===== src/rtl/mem_arbiter.sv =====
// mem_arbiter: shares one single-port word memory between the instruction-fetch
// (IF) and load/store (LS) requesters. LS normally wins arbitration. IF is
// forced through after STARVE_LIMIT consecutive losses. Byte addresses are
// checked and converted to word indices, and read data is routed back to the
// requester that owns the current access.
//
// Handshake: a requester raises *_req with stable address/data and holds it
// until it sees its one-cycle *_gnt pulse. The gnt marks acceptance. The access
// then completes with a one-cycle if_rvalid / ls_done pulse two cycles after
// arbitration. If the request was rejected, *_err pulses together with *_gnt
// and no completion pulse follows.
module mem_arbiter #(
    parameter int DEPTH        = 1024,
    parameter int STARVE_LIMIT = 4
) (
    input  logic        clk,
    input  logic        rst,
    input  logic        if_req,
    input  logic [31:0] if_addr,
    output logic        if_gnt,
    output logic        if_rvalid,
    output logic [31:0] if_rdata,
    output logic        if_err,
    input  logic        ls_req,
    input  logic        ls_we,
    input  logic [31:0] ls_addr,
    input  logic [31:0] ls_wdata,
    output logic        ls_gnt,
    output logic        ls_done,
    output logic [31:0] ls_rdata,
    output logic        ls_err,
    output logic [31:0] mem_addr,
    output logic [31:0] mem_data,
    output logic        mem_read,
    output logic        mem_write,
    input  logic [31:0] mem_rdata,
    output logic [1:0]  dbg_state
);

    typedef enum logic [1:0] {
        IDLE  = 2'd0,
        ISSUE = 2'd1,
        RESP  = 2'd2
    } state_t;

    state_t      r_state, w_next_state;
    logic [3:0]  r_starve_cnt, w_next_starve_cnt;
    logic        r_owner_ls, w_next_owner_ls;   // owner of the access in flight: 1 = LS, 0 = IF
    logic        r_owner_we, w_next_owner_we;   // in-flight access is a write

    logic        r_if_gnt, w_next_if_gnt;
    logic        r_if_rvalid, w_next_if_rvalid;
    logic        r_if_err, w_next_if_err;
    logic        r_ls_gnt, w_next_ls_gnt;
    logic        r_ls_done, w_next_ls_done;
    logic        r_ls_err, w_next_ls_err;
    logic [31:0] r_mem_addr, w_next_mem_addr;
    logic [31:0] r_mem_data, w_next_mem_data;
    logic        r_mem_read, w_next_mem_read;
    logic        r_mem_write, w_next_mem_write;

    logic [31:0] r_if_rdata_hold;
    logic [31:0] r_ls_rdata_hold;

    logic        w_arb_slot;
    logic        w_any_req;
    logic        w_if_wins;
    logic [31:0] w_sel_addr;
    logic        w_sel_we;
    logic        w_addr_err;
    logic        w_ls_read_resp;

    // Winner selection and address check for the request that would win now
    always_comb begin
        w_arb_slot = (r_state == IDLE) || (r_state == RESP);
        w_any_req  = if_req || ls_req;
        w_if_wins  = if_req && (!ls_req || (r_starve_cnt == 4'(STARVE_LIMIT)));
        w_sel_addr = w_if_wins ? if_addr : ls_addr;
        w_sel_we   = w_if_wins ? 1'b0 : ls_we;
        w_addr_err = (w_sel_addr[1:0] != 2'b00) ||
                     ({2'b00, w_sel_addr[31:2]} >= 32'(DEPTH));
    end

    // Next-state and next-output logic of the access sequencer
    always_comb begin
        w_next_state      = r_state;
        w_next_starve_cnt = r_starve_cnt;
        w_next_owner_ls   = r_owner_ls;
        w_next_owner_we   = r_owner_we;
        w_next_if_gnt     = 1'b0;
        w_next_if_rvalid  = 1'b0;
        w_next_if_err     = 1'b0;
        w_next_ls_gnt     = 1'b0;
        w_next_ls_done    = 1'b0;
        w_next_ls_err     = 1'b0;
        w_next_mem_addr   = r_mem_addr;
        w_next_mem_data   = r_mem_data;
        w_next_mem_read   = 1'b0;
        w_next_mem_write  = 1'b0;

        case (r_state)
            IDLE, RESP: begin
                // Starvation count only moves at arbitration points
                if (!if_req || w_if_wins) begin
                    w_next_starve_cnt = 4'd0;
                end else if (r_starve_cnt != 4'hF) begin
                    w_next_starve_cnt = r_starve_cnt + 4'd1;
                end

                if (w_any_req) begin
                    w_next_owner_ls = !w_if_wins;
                    w_next_owner_we = w_sel_we;
                    w_next_if_gnt   = w_if_wins;
                    w_next_ls_gnt   = !w_if_wins;
                    if (w_addr_err) begin
                        // Rejected: pulse err with gnt, skip the memory cycle
                        w_next_if_err = w_if_wins;
                        w_next_ls_err = !w_if_wins;
                        w_next_state  = RESP;
                    end else begin
                        w_next_mem_addr  = {2'b00, w_sel_addr[31:2]};
                        w_next_mem_data  = w_if_wins ? r_mem_data : ls_wdata;
                        w_next_mem_read  = !w_sel_we;
                        w_next_mem_write = w_sel_we;
                        w_next_state     = ISSUE;
                    end
                end else begin
                    w_next_state = IDLE;
                end
            end
            ISSUE: begin
                // Memory samples at this edge; data is back in the next cycle
                w_next_if_rvalid = !r_owner_ls;
                w_next_ls_done   = r_owner_ls;
                w_next_state     = RESP;
            end
            default: begin
                w_next_state = IDLE;
            end
        endcase
    end

    // State, starvation counter and ownership registers
    always_ff @(posedge clk or posedge rst) begin
        if (rst) begin
            r_state      <= IDLE;
            r_starve_cnt <= 4'd0;
            r_owner_ls   <= 1'b0;
            r_owner_we   <= 1'b0;
        end else begin
            r_state      <= w_next_state;
            r_starve_cnt <= w_next_starve_cnt;
            r_owner_ls   <= w_next_owner_ls;
            r_owner_we   <= w_next_owner_we;
        end
    end

    // Registered handshake pulses and memory interface
    always_ff @(posedge clk or posedge rst) begin
        if (rst) begin
            r_if_gnt    <= 1'b0;
            r_if_rvalid <= 1'b0;
            r_if_err    <= 1'b0;
            r_ls_gnt    <= 1'b0;
            r_ls_done   <= 1'b0;
            r_ls_err    <= 1'b0;
            r_mem_addr  <= 32'd0;
            r_mem_data  <= 32'd0;
            r_mem_read  <= 1'b0;
            r_mem_write <= 1'b0;
        end else begin
            r_if_gnt    <= w_next_if_gnt;
            r_if_rvalid <= w_next_if_rvalid;
            r_if_err    <= w_next_if_err;
            r_ls_gnt    <= w_next_ls_gnt;
            r_ls_done   <= w_next_ls_done;
            r_ls_err    <= w_next_ls_err;
            r_mem_addr  <= w_next_mem_addr;
            r_mem_data  <= w_next_mem_data;
            r_mem_read  <= w_next_mem_read;
            r_mem_write <= w_next_mem_write;
        end
    end

    assign w_ls_read_resp = r_ls_done && !r_owner_we;

    // Capture returned read data so each port keeps its last value afterwards
    always_ff @(posedge clk or posedge rst) begin
        if (rst) begin
            r_if_rdata_hold <= 32'd0;
            r_ls_rdata_hold <= 32'd0;
        end else begin
            if (r_if_rvalid) begin
                r_if_rdata_hold <= mem_rdata;
            end
            if (w_ls_read_resp) begin
                r_ls_rdata_hold <= mem_rdata;
            end
        end
    end

    assign if_gnt    = r_if_gnt;
    assign if_rvalid = r_if_rvalid;
    assign if_err    = r_if_err;
    assign if_rdata  = r_if_rvalid ? mem_rdata : r_if_rdata_hold;
    assign ls_gnt    = r_ls_gnt;
    assign ls_done   = r_ls_done;
    assign ls_err    = r_ls_err;
    assign ls_rdata  = w_ls_read_resp ? mem_rdata : r_ls_rdata_hold;
    assign mem_addr  = r_mem_addr;
    assign mem_data  = r_mem_data;
    assign mem_read  = r_mem_read;
    assign mem_write = r_mem_write;
    assign dbg_state = r_state;

endmodule


===== config.mk =====
export PLATFORM = sky130hd
export DESIGN_NAME = mem_arbiter
export DESIGN_NICKNAME = d
export VERILOG_FILES = /design/src/rtl/mem_arbiter.sv
export SDC_FILE = /design/constraint.sdc
export NUM_CORES = 1
export LEC_CHECK = 0
export ABC_AREA = 1
export CAP_MARGIN = 20
export CORE_MARGIN = 4
export CORE_UTILIZATION = 47
export CTS_BUF_LIST = sky130_fd_sc_hd__clkbuf_4 sky130_fd_sc_hd__clkbuf_8
export DETAILED_ROUTE_END_ITERATION = 10
export MAX_ROUTING_LAYER = met4
export PLACE_DENSITY = 0.86
export RECOVER_POWER = 100
export SYNTH_ARGS = -nofsm -noshare
export SYNTH_HDL_FRONTEND = slang
export SYNTH_SLANG_ARGS = --single-unit
export TNS_END_PERCENT = 1

===== constraint.sdc =====
create_clock -name clk -period 6.45 [get_ports clk]
set_input_delay 0.645 -clock clk [delete_from_list [all_inputs] [get_ports clk]]
set_output_delay 0.645 -clock clk [all_outputs]
set_load 0.05 [all_outputs]

### Yosys cells after proc, flatten, opt, wreduce, memory -nomap -nowiden

Cells that the tools add are included.

* add/subtract/negate cells: 1
* order comparisons: 1
* equality and inequality tests: 4
* multiplexer cells: 27
* bitwise logic cells: 2
* reductions and logical operators: 20

Operators with widths (number)
* 2-to-1 mux 32 bit: 3
* >= comparator 30 x 11 -> 1 bit, second input constant: 1
* 2-to-1 mux 1 bit: 19
* 2-to-1 mux 4 bit: 2
* logical NOT 1 bit: 6
* adder 4 x 1 -> 4 bit, second input constant: 1
* equality test 4 x 3 -> 1 bit, second input constant: 1
* logical OR 1 bit: 4
* 2-to-1 mux 2 bit: 2
* inequality test 4 bit, second input constant: 1
* case mux 2 bit (2 select lines): 1
* AND reduction 2 bit: 2
* AND reduction 4 bit: 1
* nonzero test 2 bit: 2
* AND reduction 3 bit: 1
* equality test 2 x 1 -> 1 bit, second input constant: 1
* equality test 2 bit, second input constant: 1
* logical AND 1 bit: 2
* logical NOT 2 bit: 1
* NOT 1 bit: 2
* OR reduction 2 bit: 1

* bits in registers: 142
* output and inout port bits: 138
* logic and storage cells: 71

### Depth between registers and ports, before layout

* depth in word-level cells: 9
* mapped depth: 16

### Worst setup path before layout

Ideal clock, no wire load.

* path kind: reg-to-output
* start: register r_ls_done, in the netlist ls_done
* end: output ls_rdata[31]
* data arrival time: 2.252 ns
* data required time: 5.805 ns
* path slack: 3.553 ns
* cell stages (with the launch flop): 4
* buffers on the path: 1
* cell sequence: dfrtp_1 > nand2_1 > buf_1 > o21ai_0

* word-level cells in the longest chain between the ends: 2

Ends and longest elaborated chain
* start, declared: RTL line 55 `logic r_ls_done, w_next_ls_done;`
* start signal, assigned: RTL line 176 `r_ls_done <= w_next_ls_done;`
* logical AND 1 bit: RTL line 185 `assign w_ls_read_resp = r_ls_done && !r_owner_we;`
* 2-to-1 mux 32 bit: RTL line 209 `assign ls_rdata = w_ls_read_resp ? mem_rdata : r_ls_rdata_hold;`
* end, declared: RTL line 30 `output logic [31:0] ls_rdata,`

No other way between the ends.

### Worst setup path after layout

* start: input if_req
* end: register r_mem_addr[24], in the netlist mem_addr[24]

* word-level cells in the longest chain between the ends: 6
* elaborated cells on any way between the ends: 8
* those cells by class: order compare: 1; mux: 1; bitwise: 1; reduce/logical: 5

Ends and longest elaborated chain
* start, declared: RTL line 18 `input logic if_req,`
* logical AND 1 bit: RTL line 77 `w_if_wins = if_req && (!ls_req || (r_starve_cnt == 4'(STARVE_LIMIT)));`
* 2-to-1 mux 32 bit: RTL line 78 `w_sel_addr = w_if_wins ? if_addr : ls_addr;`
* >= comparator 30 x 11 -> 1 bit or nonzero test 2 bit (tied branches): RTL line 81, 80
* logical OR 1 bit: RTL line 80 `w_addr_err = (w_sel_addr[1:0] != 2'b00) ||`
* NOT 1 bit (no line)
* AND reduction 3 bit (no line)
* end signal, assigned: RTL line 178 `r_mem_addr <= w_next_mem_addr;`
* end, declared: RTL line 57 `logic [31:0] r_mem_addr, w_next_mem_addr;`

Several ways; a longest one is shown, not always the timed one.
A chain may end at the register's enable or synchronous reset.

==> impl_metrics.yaml <==
critical_path:
  cp_max_fo: 45
  critPathRequiredTime_ns: 6.76
  cp.arrival_ns: 5.02
  setup.worst_path.end_class: "flip-flop"
  critPathSlowestCell: "nand3_1"
  crit_chain: "dlygate4sd3_1 -> nand2_1 -> nand2_1 -> nand2_1 -> nor2_1 -> nand3_1 -> nor2_8 -> nand3_1 -> nand2_1 -> clkinv_1"
  start_kind: "primary input"
  crit_top_cell: "nand2_1"
  cpPeakStageDelay_ns: 1.03
  crit_type: "in2reg"
logic_synthesis:
  synth.avg_cell_area_um2: 10.3
  synthMuxAreaShare: 0.116
  synth-simple-area-share: 0.215
  yosysWarnings: 0
  synth-seq-cells: 142
  synth-xor-area-share: 0
  ys_seq_area_frac: 0.590
  synth_fa_ha_area_frac: 0.00415
  synth_cells: 587
  synth_compound_area_frac: 0.0135
  yosysUniqueCellTypes: 29
  synth_top_family_by_area: "simple AND/OR/NAND/NOR gates"
  synthesis.area_mm2: 0.00603
floorplanning:
  die_w_um: 121
  rows: 41
  io_pins: 271
  die_area_mm2: 0.0147
  start_util: 0.480
  die_h_um: 121
  coreArea_mm2: 0.0126
clock_tree:
  cts_made_buffers: 17
  insertion_delay_ns: 0.44
  cts_tree: "yes"
  cts.repair.resized: 0
  root_buffer: "clkbuf_8"
  clockBufferDepth: 2
  cts_hold_buf: 0
  h-tree-depth: 4
  clock-sinks: 142
  postCtsSetupRepairBufs: 0
  clkTransAtPathRegs_ns: 0.07
power_and_ir_drop:
  switching_share: 0.242
  vdd_drop_max_v: 0.000114
  p_seq_frac: 0.471
  pwr-share-comb: 0.126
  internal-power_mw: 1.47
  finalPower_mw: 1.94
  p_per_area_mw_per_mm2: 211
  power.leakage_nw: 4.76
  power_frac_clock: 0.403
  switchingPower_mw: 0.470
cells_and_area:
  antennaDiodeCount: 0
  areaGrowthSynthToFinish_pct: 52.5
  utilization: 0.731
  nNetsFinal: 982
  drive_above_1_share: 0.0629
  final_cells: 1031
  nFillCells: 854
  final_common_cell: "nand2_1"
  final_cell_mix: "nand2_1, dfrtp_1, dlygate4sd3_1"
sta:
  relSlewSlack: -0.683
  finalCriticalPeriod_ns: 4.71
  max_freq_ghz: 0.212
  tightest_slew_ns: 2.51
  rsz0062_at_grt: "false"
  clock_skew_ns: 0.0107
  tns_ns: 0
  maxSlewViolCount: 170
  finalHoldViolations: 0
  fin_ws_ns: 1.74
  fin_crit_sh: 0.730
  setup_violations: 0
routing:
  first_pass_iters: 5
  drt_iter0_drc: 369
  vias: 5240
  route.detailed.drc: 0
  vias_per_cell: 5.08
  drt_wl_total_um: 18100
  detail-route-antenna-nets: 0
  drt-wirelength-per-cell_um: 17.5
global_routing:
  grt_pass1_wl_um: 28100
  antenna_found_initial: 0
  first_global_vias: 5381
  grt-ovfl-total: 0
  grt_use_total: 0.254
  grt_start_max_net_pins: 83
flow_run:
  max-cap-violations: 3
placement:
  dp_hpwl_um: 13700
  place_congestion: 0.942
  portBuffers: 268
  placed_cells: 999
  pre_cts_slack_ns: 2.58
outcome:
  status: "finished with violations"
  violations: "max-capacitance violations, max-slew violations"
worst_hold_path:
  hp-class: "reg2reg"
## synthesized netlist by cell type, drive strengths merged
cell type | instances | share of area
conb | 1 | 0.00062
nand2 | 196 | 0.12
o21ai | 8 | 0.0066
buf | 25 | 0.026
clkbuf | 9 | 0.0056
nand3b | 7 | 0.0087
nor3 | 1 | 0.00083
nand4 | 42 | 0.044
dfrtp | 142 | 0.59
inv | 47 | 0.029
mux2 | 62 | 0.12
o211ai | 1 | 0.0012
o21bai | 1 | 0.0012
o22ai | 1 | 0.0010
nand3 | 15 | 0.018
a21oi | 4 | 0.0033
nor2 | 21 | 0.017
or2 | 2 | 0.0021
ha | 2 | 0.0042
## final cells by class
type	count	area, um^2	share of cell area
Clock buffer	21	283	0.0308
Clock inverter	10	161	0.0176
Inverter	47	178	0.0193
Multi-Input combinational cell	365	2090	0.227
Sequential cell	142	3550	0.387
Tap cell	172	215	0.0234
Timing Repair Buffer	274	2710	0.295
## kinds of logic (layout without fill, tap and decap cells)
kind of cell	after synthesis	in the layout
AOI/OAI and AO/OA	15	15
adders and majority gates	2	2
buffers and inverters	81	352
DFF	142	142
muxes	62	62
other	1	2
and+or+nand+nor	284	284
## flip-flops by register name (all words and copies together) (netlist names)
signal,count
dbg_state,2
if_err,1
if_gnt,1
if_rvalid,1
ls_done,1
ls_err,1
ls_gnt,1
mem_addr,30
mem_data,32
mem_read,1
mem_write,1
r_if_rdata_hold,32
r_ls_rdata_hold,32
r_owner_ls,1
r_owner_we,1
r_starve_cnt,4
## worst max-delay path, delay by kind of cell
kind / cells / cell delay (ns)
simple gates: 8 / 3.29
buf+inv: 2 / 1.04
## stage by stage
step | hold slack [ns] | cell area, um^2
floorplan | 0.401 | 6030
global placement | 0.419 | 8780
detailed placement | 0.421 | 8780
CTS | 0.431 | 9230
global route | 0.451 | 9190
finish | 0.434 | 9190
## power groups by stage
stage	Combinational [mW]	Sequential, mW	Clock, mW
floorplan	0.118	0.936	0
detailed placement	0.252	0.931	0
finish	0.245	0.914	0.782
global route	0.262	0.915	0.836
CTS	0.254	0.914	0.795
global placement	0.245	0.929	0
## layer usage
| layer | share of wire | vias to the layer above | global-route usage | wire length, um |
|---|---|---|---|---|
| met5 | 0 | - | - | 0 |
| met4 | 0.025 | 0 | 0.0917 | 453 |
| met3 | 0.087 | 39 | 0.0788 | 1560 |
| met2 | 0.51 | 275 | 0.425 | 9160 |
| met1 | 0.38 | 2513 | 0.291 | 6880 |
| li1 | - | 2413 | - | - |
## final timing paths
check	start	end	slack (ns)	cells past startpoint
max	if_req	mem_addr[24]	1.74	10
min	r_owner_ls	if_rvalid	0.43	1
min reg2reg	r_owner_ls	if_rvalid	0.43	1
max reg2reg	r_starve_cnt[0]	mem_addr[24]	2.06	13
max in group asynchronous	rst	r_if_rdata_hold[24]	2.22	4
min in group asynchronous	rst	r_ls_rdata_hold[21]	1.35	2
No activity file was read; power rests on OpenSTA's default activity.
